<file path="src/rtl/idli_fetch_m.sv">
// idli_fetch_m: instruction fetch sequencer and shared-memory scheduler.
// The block owns the PC and the free-running 2-bit cycle-in-word counter.
// It arbitrates the one-word-per-slot memory port between fetch and the LSU.
// Fetched words stream to decode one nibble per cycle.
// A redirect inside a fetch data phase squashes the rest of that fetch.
// Optional feature: define IDLI_FETCH_ANTI_STARVE_EN to force a fetch slot
// after STARVE_MAX consecutive LSU grants.
module idli_fetch_m #(
   parameter logic [15:0] RST_PC     = 16'h0000,
   parameter int unsigned STARVE_MAX = 4
) (
   input  logic        i_fe_gck,
   input  logic        i_fe_rst_n,
   output logic [1:0]  o_fe_ctr,
   input  logic        i_fe_redirect,
   input  logic [15:0] i_fe_redirect_pc,
   output logic [3:0]  o_fe_enc,
   output logic        o_fe_enc_vld,
   input  logic        i_fe_lsu_req,
   input  logic        i_fe_lsu_wr,
   input  logic [15:0] i_fe_lsu_addr,
   output logic        o_fe_lsu_gnt,
   input  logic [3:0]  i_fe_lsu_wdata,
   output logic [3:0]  o_fe_lsu_rdata,
   output logic        o_fe_lsu_rvld,
   output logic        o_fe_mem_req,
   output logic        o_fe_mem_wr,
   output logic [15:0] o_fe_mem_addr,
   output logic [3:0]  o_fe_mem_wdata,
   input  logic [3:0]  i_fe_mem_rdata
);

   typedef logic [1:0] ctr_t;
   typedef logic [3:0] slice_t;

   typedef enum logic [2:0] {
      OWN_NONE,
      OWN_FETCH,
      OWN_LSU_RD,
      OWN_LSU_WR,
      OWN_FETCH_SQUASH
   } owner_t;

   ctr_t        ctr_q, ctr_d;
   logic [15:0] pc_q, pc_d;
   owner_t      owner_q, owner_d;

   logic        addr_ph;      // address phase of the next slot (ctr == 3)
   logic        force_fetch;  // anti-starvation override of the LSU
   logic        lsu_win;      // LSU owns the next slot
   logic        fetch_win;    // fetch owns the next slot
   logic [15:0] fetch_addr;   // redirect target bypasses the stale PC
   logic        squash_now;   // redirect during a data phase (ctr 0..2)

`ifdef IDLI_FETCH_ANTI_STARVE_EN
   localparam logic [2:0] STARVE_MAX_C = 3'(STARVE_MAX);

   logic [2:0] starve_q, starve_d;

   // Count consecutive LSU grants; a fetch grant restarts the run.
   always_comb begin
      starve_d = starve_q;
      if (fetch_win) begin
         starve_d = 3'd0;
      end else if (lsu_win) begin
         starve_d = starve_q + 3'd1;
      end
   end

   // Starvation counter register.
   always_ff @(posedge i_fe_gck or negedge i_fe_rst_n) begin
      if (!i_fe_rst_n) begin
         starve_q <= 3'd0;
      end else begin
         starve_q <= starve_d;
      end
   end

   assign force_fetch = (starve_q == STARVE_MAX_C);
`else
   // The LSU always has strict priority over fetch.
   assign force_fetch = 1'b0;
`endif

   // Slot arbitration and address selection.
   always_comb begin
      addr_ph    = (ctr_q == 2'd3);
      fetch_addr = i_fe_redirect ? i_fe_redirect_pc : pc_q;
      lsu_win    = addr_ph && i_fe_lsu_req && !force_fetch;
      fetch_win  = addr_ph && !lsu_win;
      squash_now = i_fe_redirect && !addr_ph;
   end

   // Next-state for counter, PC and slot owner.
   always_comb begin
      ctr_d   = ctr_q + 2'd1;
      pc_d    = pc_q;
      owner_d = owner_q;
      if (fetch_win) begin
         pc_d = fetch_addr + 16'd1;
      end else if (i_fe_redirect) begin
         pc_d = i_fe_redirect_pc;
      end
      if (addr_ph) begin
         if (lsu_win) begin
            owner_d = i_fe_lsu_wr ? OWN_LSU_WR : OWN_LSU_RD;
         end else begin
            owner_d = OWN_FETCH;
         end
      end else if (i_fe_redirect && (owner_q == OWN_FETCH)) begin
         owner_d = OWN_FETCH_SQUASH;
      end
   end

   // State registers.
   always_ff @(posedge i_fe_gck or negedge i_fe_rst_n) begin
      if (!i_fe_rst_n) begin
         ctr_q   <= 2'd0;
         pc_q    <= RST_PC;
         owner_q <= OWN_NONE;
      end else begin
         ctr_q   <= ctr_d;
         pc_q    <= pc_d;
         owner_q <= owner_d;
      end
   end

   // Memory port, decode and LSU outputs, decoded from the slot owner.
   always_comb begin
      o_fe_ctr       = ctr_q;
      o_fe_mem_req   = addr_ph;
      o_fe_mem_wr    = lsu_win && i_fe_lsu_wr;
      o_fe_mem_addr  = 16'h0000;
      o_fe_lsu_gnt   = lsu_win;
      o_fe_enc_vld   = 1'b0;
      o_fe_enc       = slice_t'(4'h0);
      o_fe_lsu_rvld  = 1'b0;
      o_fe_lsu_rdata = 4'h0;
      o_fe_mem_wdata = 4'h0;
      if (lsu_win) begin
         o_fe_mem_addr = i_fe_lsu_addr;
      end else if (fetch_win) begin
         o_fe_mem_addr = fetch_addr;
      end
      case (owner_q)
         OWN_FETCH: begin
            if (!squash_now) begin
               o_fe_enc_vld = 1'b1;
               o_fe_enc     = i_fe_mem_rdata;
            end
         end
         OWN_LSU_RD: begin
            o_fe_lsu_rvld  = 1'b1;
            o_fe_lsu_rdata = i_fe_mem_rdata;
         end
         OWN_LSU_WR: begin
            o_fe_mem_wdata = i_fe_lsu_wdata;
         end
         default: begin
         end
      endcase
   end

endmodule
</file>
<file path="config.mk">
export PLATFORM = sky130hd
export DESIGN_NAME = idli_fetch_m
export DESIGN_NICKNAME = d
export VERILOG_FILES = /design/src/rtl/idli_fetch_m.sv
export SDC_FILE = /design/constraint.sdc
export NUM_CORES = 1
export LEC_CHECK = 0
export BUFFER_PORTS_ARGS = -buffer_cell sky130_fd_sc_hd__buf_2
export CAP_MARGIN = 10
export CORE_ASPECT_RATIO = 0.7
export CORE_UTILIZATION = 40
export CTS_CLUSTER_DIAMETER = 80
export DETAILED_ROUTE_END_ITERATION = 10
export PLACE_DENSITY = 0.7
export SLEW_MARGIN = 20
export SYNTH_ARGS = -nofsm -noshare
export SYNTH_HDL_FRONTEND = slang
export SYNTH_SLANG_ARGS = --single-unit
</file>
<file path="constraint.sdc">
create_clock -name i_fe_gck -period 2.7 [get_ports i_fe_gck]
set_clock_uncertainty 0.2 [all_clocks]
set_input_delay 0.54 -clock i_fe_gck [delete_from_list [all_inputs] [get_ports i_fe_gck]]
set_output_delay 0.54 -clock i_fe_gck [all_outputs]
set_load 0.02 [all_outputs]
</file>
=== Yosys cells after proc, flatten, opt, wreduce, memory -nomap -nowiden ===
Index checks and enable logic that the tools add are counted.

* Equal/unequal tests: 4
* Reductions and logical operators: 8
* Muxes and demuxes: 15
* $add $sub $neg: 2

{| class="wikitable"
|+ Operators with widths
! kind !! count
|-
| 2-to-1 mux 16 bit || 4
|-
| adder 16 x 1 -> 16 bit, second input constant || 1
|-
| 2-to-1 mux 4 bit || 4
|-
| equality test 3 x 2 -> 1 bit, second input constant || 2
|-
| 2-to-1 mux 3 bit || 2
|-
| logical AND 1 bit || 5
|-
| 2-to-1 mux 1 bit || 4
|-
| equality test 3 x 1 -> 1 bit, second input constant || 1
|-
| adder 2 x 1 -> 2 bit, second input constant || 1
|-
| equality test 2 bit, second input constant || 1
|-
| logical NOT 1 bit || 2
|-
| 2-to-1 mux 2 bit || 1
|-
| nonzero test 2 bit || 1
|}

* Output and inout port bits: 35
* Register bits: 21
* Input bits: 45
* Logic and storage cells: 32

=== Longest topological paths before layout ===
Gate-level depths: netlist of run 1.

* Word-level depth: 6
* Mapped depth: 11
* Depth with buffers taken out: 8

=== Worst setup path before layout of run 1 ===
Ideal clock, no wire load.

* Path type: register -> output
* Start point: register ctr_q[0], in the netlist o_fe_ctr[0]
* End point: output o_fe_enc[0]
* Stages on the path, launching flop included: 6
* Path buffers: 1
* Setup slack: -0.069 ns
* Data required time: 1.960 ns
* Arrival time: 2.029 ns
* Path through: dfrtp_1 ha_1 clkbuf_1 nor2b_1 nor4b_2 and2_1

* Cells in the longest elaborated chain, start to end: 5

{| class="wikitable"
|+ Ends and longest elaborated chain
! element !! RTL line !! RTL
|-
| start: declaration || 44 || <nowiki>ctr_t ctr_q, ctr_d;</nowiki>
|-
| start signal: assignment || 122 || <nowiki>ctr_q <= ctr_d;</nowiki>
|-
| equality test 2 bit || 87 || <nowiki>addr_ph = (ctr_q == 2'd3);</nowiki>
|-
| named net o_fe_mem_req || 26 || <nowiki>output logic o_fe_mem_req,</nowiki>
|-
| logical NOT 1 bit || 91 || <nowiki>squash_now = i_fe_redirect && !addr_ph;</nowiki>
|-
| logical AND 1 bit || 91 ||
|-
| 2-to-1 mux 4 bit || 147 || <nowiki>if (!squash_now) begin</nowiki>
|-
| 2-to-1 mux 4 bit || 145 || <nowiki>case (owner_q)</nowiki>
|-
| end: declaration || 17 || <nowiki>output logic [3:0] o_fe_enc,</nowiki>
|}

The timed path passes the listed nets, and every way through them passes these cells.

=== Worst setup path in the final report of run 1 ===
* Start point: register ctr_q[0], in the netlist o_fe_ctr[0]
* End point: output o_fe_mem_addr[0]

* Cells in the longest elaborated chain, start to end: 6

{| class="wikitable"
|+ Ends and longest elaborated chain
! element !! RTL line !! RTL
|-
| equality test 2 bit (*) || 87 ||
|-
| logical AND 1 bit || 89 || <nowiki>lsu_win = addr_ph && i_fe_lsu_req && !force_fetch;</nowiki>
|-
| logical NOT 1 bit || 90 || <nowiki>fetch_win = addr_ph && !lsu_win;</nowiki>
|-
| logical AND 1 bit || 90 ||
|-
| 2-to-1 mux 16 bit || 142 || <nowiki>end else if (fetch_win) begin</nowiki>
|-
| 2-to-1 mux 16 bit (*) || 140 || <nowiki>if (lsu_win) begin</nowiki>
|-
| end: declaration || 28 || <nowiki>output logic [15:0] o_fe_mem_addr,</nowiki>
|}

Every way passes the cells marked *; elsewhere a longest branch is shown, timed or not.

==> impl_metrics.ini, run 1 <==
[clock_network]
post_cts_buffers = 0
cts_made_buffers = 3
clk_latency_ps = 270
cts-root-buf = clkbuf_8
post_cts_resized = 1
clockBufferDepth = 2
postCtsHoldBufs = 0
cts_max_level = 1
cts.sink_count = 21
tritoncts = yes
path_clk_slew_ps = 80

[floorplanning]
rows = 19
start_util = 0.426
io_pins = 80
dieArea_um2 = 4520
die_w_um = 79.9
fp.coreArea_um2 = 3990
die_h_um = 56.6

[final_layout]
n_antenna_cell = 0
n_fill_cell = 389
synthToLayoutAreaGrowth_pct = 31.3
nNetsFinal = 323
fin_cells = 326
drive_gt1_frac = 0.380

[logic_synthesis]
syn-num-nets = 240
mappedNetlistArea_um2 = 1700
syn_avg_cell_area_um2 = 8.86
yosys.cell_types.count = 33
ys_async_sr_fraction = 1.00
synth_cells = 192
ys_warn_count = 0
yosysSeqAreaShare = 0.309
synth_edf_count = 0
synth-main-ff-cell = dfrtp_1
synth_seq_cells = 21

[critical_path]
worst_ep_arrival_time_ps = 1710
path_cells = ha_4, nand2b_1, inv_1, ha_1, mux2_2, buf_2
end_kind = output pin
cp_slowest_cell = dfrtp_1
r2r_setup_slack_ps = 650
worstSetupStartpoint = o_fe_ctr[0]$_DFF_PN0_
required_ps = 1960
crit_end = o_fe_mem_addr[0]
r2r_start = pc_q[0]$_DFF_PN0_
slowest_delay_ps = 430
criticalPathCategory = reg -> out
critPathLaunchType = flip-flop
r2r_end = pc_q[14]$_DFF_PN0_
crit_buf_inv = 2
ff2ff_path_depth = 7
path_depth = 6
cp_top_family = adder cells
critPathMaxFanout = 15

[pwr]
p_int_mw = 0.542
switching_share = 0.312
power.switching_mw = 0.246
irDropWorstVdd_mv = 0.281
p_per_area_nw_per_um2 = 353
pwr-share-comb = 0.260
clkPwrFrac = 0.271
sequentialPowerShare = 0.469
leakage_nw = 1.17

[sta]
min_period_over_period = 0.909
finalCriticalPeriod_ps = 2450
worstMarginPinSlew_ps = 508
max_freq_mhz = 407
setup_tns_ps = 0
hold_violations = 0
setup_viol = 0
max_slew_margin = 0.662
rsz0062_at_grt = no
drv_slew = 0

[place]
dp_hpwl_um = 3350
port_buffers = 79
dp_cells = 322
gp_congestion = 0.784

[global_routing]
grt_pass1_vias = 1442
grt_pass1_wl_um = 6750
overflow = 0
antenna_found_initial = 0
grt_max_degree = 22
grt_util_all_layers = 0.196

[drt]
drtIter0Drc = 63
wire_per_inst_um = 13.0
viasPerCell = 4.94
first_pass_iters = 4
vias = 1612
drc = 0
postRouteAntennaNets = 0
totalWireLength_um = 4230

[job]
drv_cap = 0

[run_status]
status = complete, no violations

[hold_path]
hold_path.class = in -> async
state kept, by name, summed over array words and instances, names as in the netlist:
signal / flops
o_fe_ctr: 2
owner_q: 3
pc_q: 16
routing by layer:
layer | part of all wire | track usage
met1 | 0.50 | 0.283
met4 | 0.0069 | 0.0383
met5 | 0 | 0
met3 | 0.075 | 0.0374
met2 | 0.42 | 0.305
power groups by stage:
stage	Sequential, mW	Combinational, mW	Clock (mW)
after floorplan	0.369	0.132	0
after global placement	0.374	0.201	0
after detailed placement	0.375	0.205	0
after CTS	0.370	0.206	0.226
after global routing	0.373	0.228	0.238
final	0.370	0.205	0.213
kinds of logic after synthesis:
family | share of synthesized area
adders and majority gates | 0.0221
AOI/OAI and AO/OA | 0.118
xor gates and xnor gates | 0.0927
muxes | 0.117
and+or+nand+nor | 0.297
buffers and inverters | 0.0441
DFF | 0.309
synthesized netlist by cell type (all sizes together) (4+ instances only):
library cell / number / area, um2
clkbuf: 4 / 15.0
xor2: 12 / 105
nand2b: 5 / 31.3
o21ai: 10 / 50.1
nand3b: 6 / 70.1
mux2i: 15 / 154
and2: 23 / 144
a21oi: 6 / 30.0
nor2: 8 / 30.0
inv: 5 / 18.8
nand3: 9 / 45.0
nand2: 30 / 113
buf: 5 / 41.3
mux2: 4 / 45.0
dfrtp: 21 / 526
xnor2: 6 / 52.6
metrics by stage:
| step | hold slack (ps) | cell area (um2) | setup slack, ps | power (mW) | util |
|---|---|---|---|---|---|
| final | 27.2 | 2230 | 246 | 0.788 | 0.559 |
| after global routing | 58.2 | 2230 | 128 | 0.838 | 0.559 |
| after CTS | 43.4 | 2220 | 112 | 0.802 | 0.556 |
| after detailed placement | 248 | 2170 | 215 | 0.580 | 0.544 |
| after global placement | 234 | 2170 | 249 | 0.576 | 0.544 |
| after floorplan | 44.4 | 1710 | 35.7 | 0.502 | - |
cell type report:
type	instances	area, um2	share of cell area
multi-input cells	157	1120	0.502
flip-flops and latches	21	526	0.235
clock buffers	3	41.3	0.0185
inverters	5	18.8	0.00841
clock inverters	1	5.00	0.00224
repair buffers	87	455	0.204
well taps	52	65.1	0.0291
worst min path at each step:
stage                               start                     to
CTS                            i_fe_rst_n     pc_q[15]$_DFF_PN0_
global route                   i_fe_rst_n      pc_q[4]$_DFF_PN0_
finish                         i_fe_rst_n      pc_q[4]$_DFF_PN0_
detailed placement  o_fe_ctr[0]$_DFF_PN0_  o_fe_ctr[0]$_DFF_PN0_
floorplan                      i_fe_rst_n  o_fe_ctr[0]$_DFF_PN0_
global placement    o_fe_ctr[0]$_DFF_PN0_  o_fe_ctr[0]$_DFF_PN0_
cell usage in the layout (no fill, tap or decap), types with 4 or more instances in the layout:
cell type,count
nor2_1,8
and2_1,23
dfrtp_1,21
xor2_1,12
mux2i_1,14
buf_4,8
nand2b_1,5
mux2_2,4
inv_1,5
nand3b_1,4
nand2_1,30
a21oi_1,6
xnor2_1,6
buf_2,79
o21ai_0,10
nand3_1,9
(Power assumes the default switching activity.)
==> run 2: changes to the inputs <==
--- a/config.mk
+++ b/config.mk
@@ -12,6 +12,7 @@
 export CTS_CLUSTER_DIAMETER = 80
 export DETAILED_ROUTE_END_ITERATION = 10
 export PLACE_DENSITY = 0.7
+export RECOVER_POWER = 50
 export SLEW_MARGIN = 20
 export SYNTH_ARGS = -nofsm -noshare
 export SYNTH_HDL_FRONTEND = slang
==> impl_metrics.ini, run 2 (synthesis gave the netlist of run 1 again) <==
[final_layout]
drive_gt1_frac = 0.350
multiInputGateArea_um2 = 1100
n_antenna_cell = 0
top_register = pc_q
synthToLayoutAreaGrowth_pct = 29.2
nNetsFinal = 323
largest_reg_flops = 16
n_fill_cell = 398
layout_commonest_cell = buf_2
register_area_um2 = 526
final_area_um2 = 2200
mostFrequentLayoutCells = 74 x buf_2, 30 x nand2_1, 22 x and2_1, 21 x dfrtp_1, 14 x mux2i_1

[global_routing]
grt_max_degree = 22
grt_pass1_vias = 1442
overflow = 0
grt_util_all_layers = 0.196
antenna_found_initial = 0
grt_pass1_wl_um = 6750

[sta]
drv_slew = 0
hold_violations = 0
fin_ws_ps = 245
min_period_over_period = 0.909
rsz0062_at_grt = no
max_freq_mhz = 407
setup_viol = 0
worstMarginPinSlew_ps = 1200
finalCriticalPeriod_ps = 2460
setup_tns_ps = 0
max_slew_margin = 0.202

[floorplanning]
die_h_um = 56.6
die_w_um = 79.9
start_util = 0.426
dieArea_um2 = 4520
rows = 19
io_pins = 80
fp.coreArea_um2 = 3990

[drt]
viasPerCell = 4.95
drc = 0
drtIter0Drc = 70
postRouteAntennaNets = 0
vias = 1614
totalWireLength_um = 4220
wire_per_inst_um = 12.9
first_pass_iters = 4

[place]
dp_hpwl_um = 3350
gp_congestion = 0.784
port_buffers = 79
dp_slack_ps = 215
place_area_um2 = 2170

[clock_network]
postCtsHoldBufs = 0
tritoncts = yes
cts-root-buf = clkbuf_8
post_cts_buffers = 0
path_clk_slew_ps = 80
cts.sink_count = 21
cts_made_buffers = 3
clockBufferDepth = 2
cts_max_level = 1
clk_latency_ps = 270

[critical_path]
critPathLaunchType = flip-flop
criticalPathCategory = reg -> out
worstSetupStartpoint = o_fe_ctr[0]$_DFF_PN0_
worst_ep_arrival_time_ps = 1720
required_ps = 1960
critPathMaxFanout = 15
end_kind = output pin
r2r_start = o_fe_ctr[0]$_DFF_PN0_
cp_slowest_cell = dfrtp_1
slowest_delay_ps = 430
path_cells = ha_4, nand2b_1, inv_1, ha_1, mux2_2, buf_2

[job]
drv_cap = 0

[pwr]
irDropWorstVdd_mv = 0.280
p_per_area_nw_per_um2 = 357
leakage_nw = 1.15

[run_status]
status = complete, no violations

[hold_path]
hold_path.class = in -> async
==> run 2: worst max-delay path: cells and delay by family, from the launching register on <==
family / cells / cell delay [ps]
simple gates: 1 / 110
fa+ha+maj: 2 / 440
buf+inv: 2 / 210
flops: 1 / 430
mux: 1 / 250
==> run 2: final timing paths <==
kind,end,cells after the start,slack (ps)
worst min-delay path,pc_q[4]$_DFF_PN0_,1,290
max in group asynchronous,o_fe_ctr[0]$_DFF_PN0_,1,1300
min in group i_fe_gck,o_fe_ctr[0]$_DFF_PN0_,1,310
worst min register to register,o_fe_ctr[0]$_DFF_PN0_,1,310
worst max register to register,pc_q[15]$_DFF_PN0_,7,280
worst max-delay path,o_fe_mem_addr[0],6,240
==> run 2: area by class of cell <==
type                       instances  area share
multi-input combinational        157       0.499
sequential                        21       0.239
timing repair buffer              87       0.203
tap                               52      0.0296
clock buffer                       3      0.0188
inverter                           5     0.00854
clock inverter                     1     0.00228
==> run 2: repair_timing <==
item / 4_1_cts / 5_1_grt
endpoints found under the hold margin: 0 / 0
resized for setup: 1 / 1
pin swaps: 0 / 0
setup endpoints to repair: 7 / 1
==> run 2: power breakdown <==
| group | internal [mW] | switching [mW] |
|---|---|---|
| clock | 0.103 | 0.110 |
| combinational | 0.0948 | 0.105 |
| sequential | 0.343 | 0.0265 |
| total | 0.541 | 0.242 |
==> run 2: routing by layer <==
metal	vias to the layer above	global-route usage	share of wire	wire, um
met2	66	0.305	0.42	1760
met5	-	0	0	0
met4	0	0.0383	0.0069	29
li1	818	-	-	-
met3	4	0.0374	0.070	296
met1	726	0.283	0.51	2130
==> run 2: through the flow <==
step | std cells | util | total power, mW | hold slack, ps
after floorplan | 192 | - | 0.502 | 44.4
after global placement | 322 | 0.544 | 0.576 | 234
after detailed placement | 322 | 0.544 | 0.580 | 248
after CTS | 326 | 0.556 | 0.802 | 43.4
after global routing | 326 | 0.550 | 0.834 | 322
final | 326 | 0.550 | 0.783 | 288
==> run 3: changes to the inputs <==
--- a/config.mk
+++ b/config.mk
@@ -11,6 +11,8 @@
 export CORE_UTILIZATION = 40
 export CTS_CLUSTER_DIAMETER = 80
 export DETAILED_ROUTE_END_ITERATION = 10
+export GPL_ROUTABILITY_DRIVEN = 0
+export MAX_ROUTING_LAYER = met4
 export PLACE_DENSITY = 0.7
 export RECOVER_POWER = 50
 export SLEW_MARGIN = 20
==> impl_metrics.ini, run 3 (synthesis gave the netlist of run 1 again) <==
[sta]
max_slew_margin = 0.203
max_freq_mhz = 407
setup_viol = 0
hold_violations = 0
min_period_over_period = 0.909
setup_tns_ps = 0
worstMarginPinSlew_ps = 1200
finalCriticalPeriod_ps = 2460
drv_slew = 0
rsz0062_at_grt = no

[critical_path]
cp_slowest_cell = dfrtp_1
slowest_delay_ps = 430
critPathMaxFanout = 15
ff2ff_path_depth = 7
criticalPathCategory = reg -> out
path_depth = 6
worst_ep_arrival_time_ps = 1720
path_cells = ha_4, nand2b_1, inv_1, ha_1, mux2_2, buf_2
end_kind = output pin
required_ps = 1960
crit_buf_inv = 2
cp_top_family = adder cells
critPathLaunchType = flip-flop

[global_routing]
grt_util_all_layers = 0.201
grt_max_degree = 22
grt_pass1_wl_um = 6750
grt_pass1_vias = 1442
overflow = 0
antenna_found_initial = 0

[clock_network]
cts_max_level = 1
cts_made_buffers = 3
cts.sink_count = 21
clockBufferDepth = 2
cts-root-buf = clkbuf_8
path_clk_slew_ps = 80
postCtsHoldBufs = 0
clk_latency_ps = 270
tritoncts = yes

[drt]
viasPerCell = 4.95
totalWireLength_um = 4220
postRouteAntennaNets = 0
first_pass_iters = 4
drtIter0Drc = 68
wire_per_inst_um = 12.9
vias = 1614
drc = 0

[final_layout]
synthToLayoutAreaGrowth_pct = 29.2
mostFrequentLayoutCells = 74 x buf_2, 30 x nand2_1, 22 x and2_1, 21 x dfrtp_1, 14 x mux2i_1
layout_commonest_cell = buf_2
fin_cells = 326
drive_gt1_frac = 0.350
n_antenna_cell = 0
largest_reg_flops = 16
top_register = pc_q
finish.utilization = 0.550
nNetsFinal = 323

[floorplanning]
die_w_um = 79.9
io_pins = 80
die_h_um = 56.6
fp.coreArea_um2 = 3990
dieArea_um2 = 4520
start_util = 0.426
rows = 19

[pwr]
irDropWorstVdd_mv = 0.280
p_per_area_nw_per_um2 = 357
leakage_nw = 1.15

[place]
dp_cells = 322
port_buffers = 79
dp_hpwl_um = 3350

[run_status]
status = complete, no violations

[hold_path]
hold_path.class = in -> async

[job]
drv_cap = 0
## run 3: cell counts in the layout (fill, tap and decap cells not counted)
Identical to the previous run, type by type.
## run 3: area by class of cell
type / count / area (um2)
fillers: 398 / 1800
multi-input cells: 157 / 1100
flip-flops and latches: 21 / 526
repair buffers: 87 / 445
well taps: 52 / 65.1
clock buffers: 3 / 41.3
inverters: 5 / 18.8
clock inverters: 1 / 5.00
## run 3: layer usage
metal	track usage	wire, um
met5	-	0
met4	0.0383	29
met3	0.0358	293
met2	0.305	1760
met1	0.284	2140
## run 3: through the flow
step / hold slack [ps] / setup WS (ps) / total power [mW] / area (um2)
2_1_floorplan: 44.4 / 35.7 / 0.502 / 1710
3_3_place_gp: 234 / 249 / 0.576 / 2170
3_5_place_dp: 248 / 215 / 0.580 / 2170
4_1_cts: 43.4 / 112 / 0.802 / 2220
5_1_grt: 322 / 110 / 0.834 / 2200
6_report: 288 / 245 / 0.783 / 2200
## run 3: path summary, 6_finish.rpt
check,startpoint,endpoint,slack (ps)
setup / recovery,o_fe_ctr[0]$_DFF_PN0_,o_fe_mem_addr[0],240
hold / removal,i_fe_rst_n,pc_q[4]$_DFF_PN0_,290
setup reg to reg,o_fe_ctr[0]$_DFF_PN0_,pc_q[15]$_DFF_PN0_,280
hold reg to reg,o_fe_ctr[0]$_DFF_PN0_,o_fe_ctr[0]$_DFF_PN0_,310
max in group asynchronous,i_fe_rst_n,o_fe_ctr[0]$_DFF_PN0_,1300
min in group i_fe_gck,o_fe_ctr[0]$_DFF_PN0_,o_fe_ctr[0]$_DFF_PN0_,310
## run 3: what timing repair did
item / CTS / global route
gates cloned: 0 / 0
gates resized for setup: 1 / 1
hold endpoints to repair: 0 / 0
endpoints found under the setup margin: 7 / 1
buffers inserted: 0 / 0
## run 3: report_power, final
part	switching [mW]	total, mW	internal, mW
sequential	0.0265	0.370	0.343
clock	0.110	0.214	0.103
combinational	0.105	0.200	0.0948
total	0.242	0.783	0.541
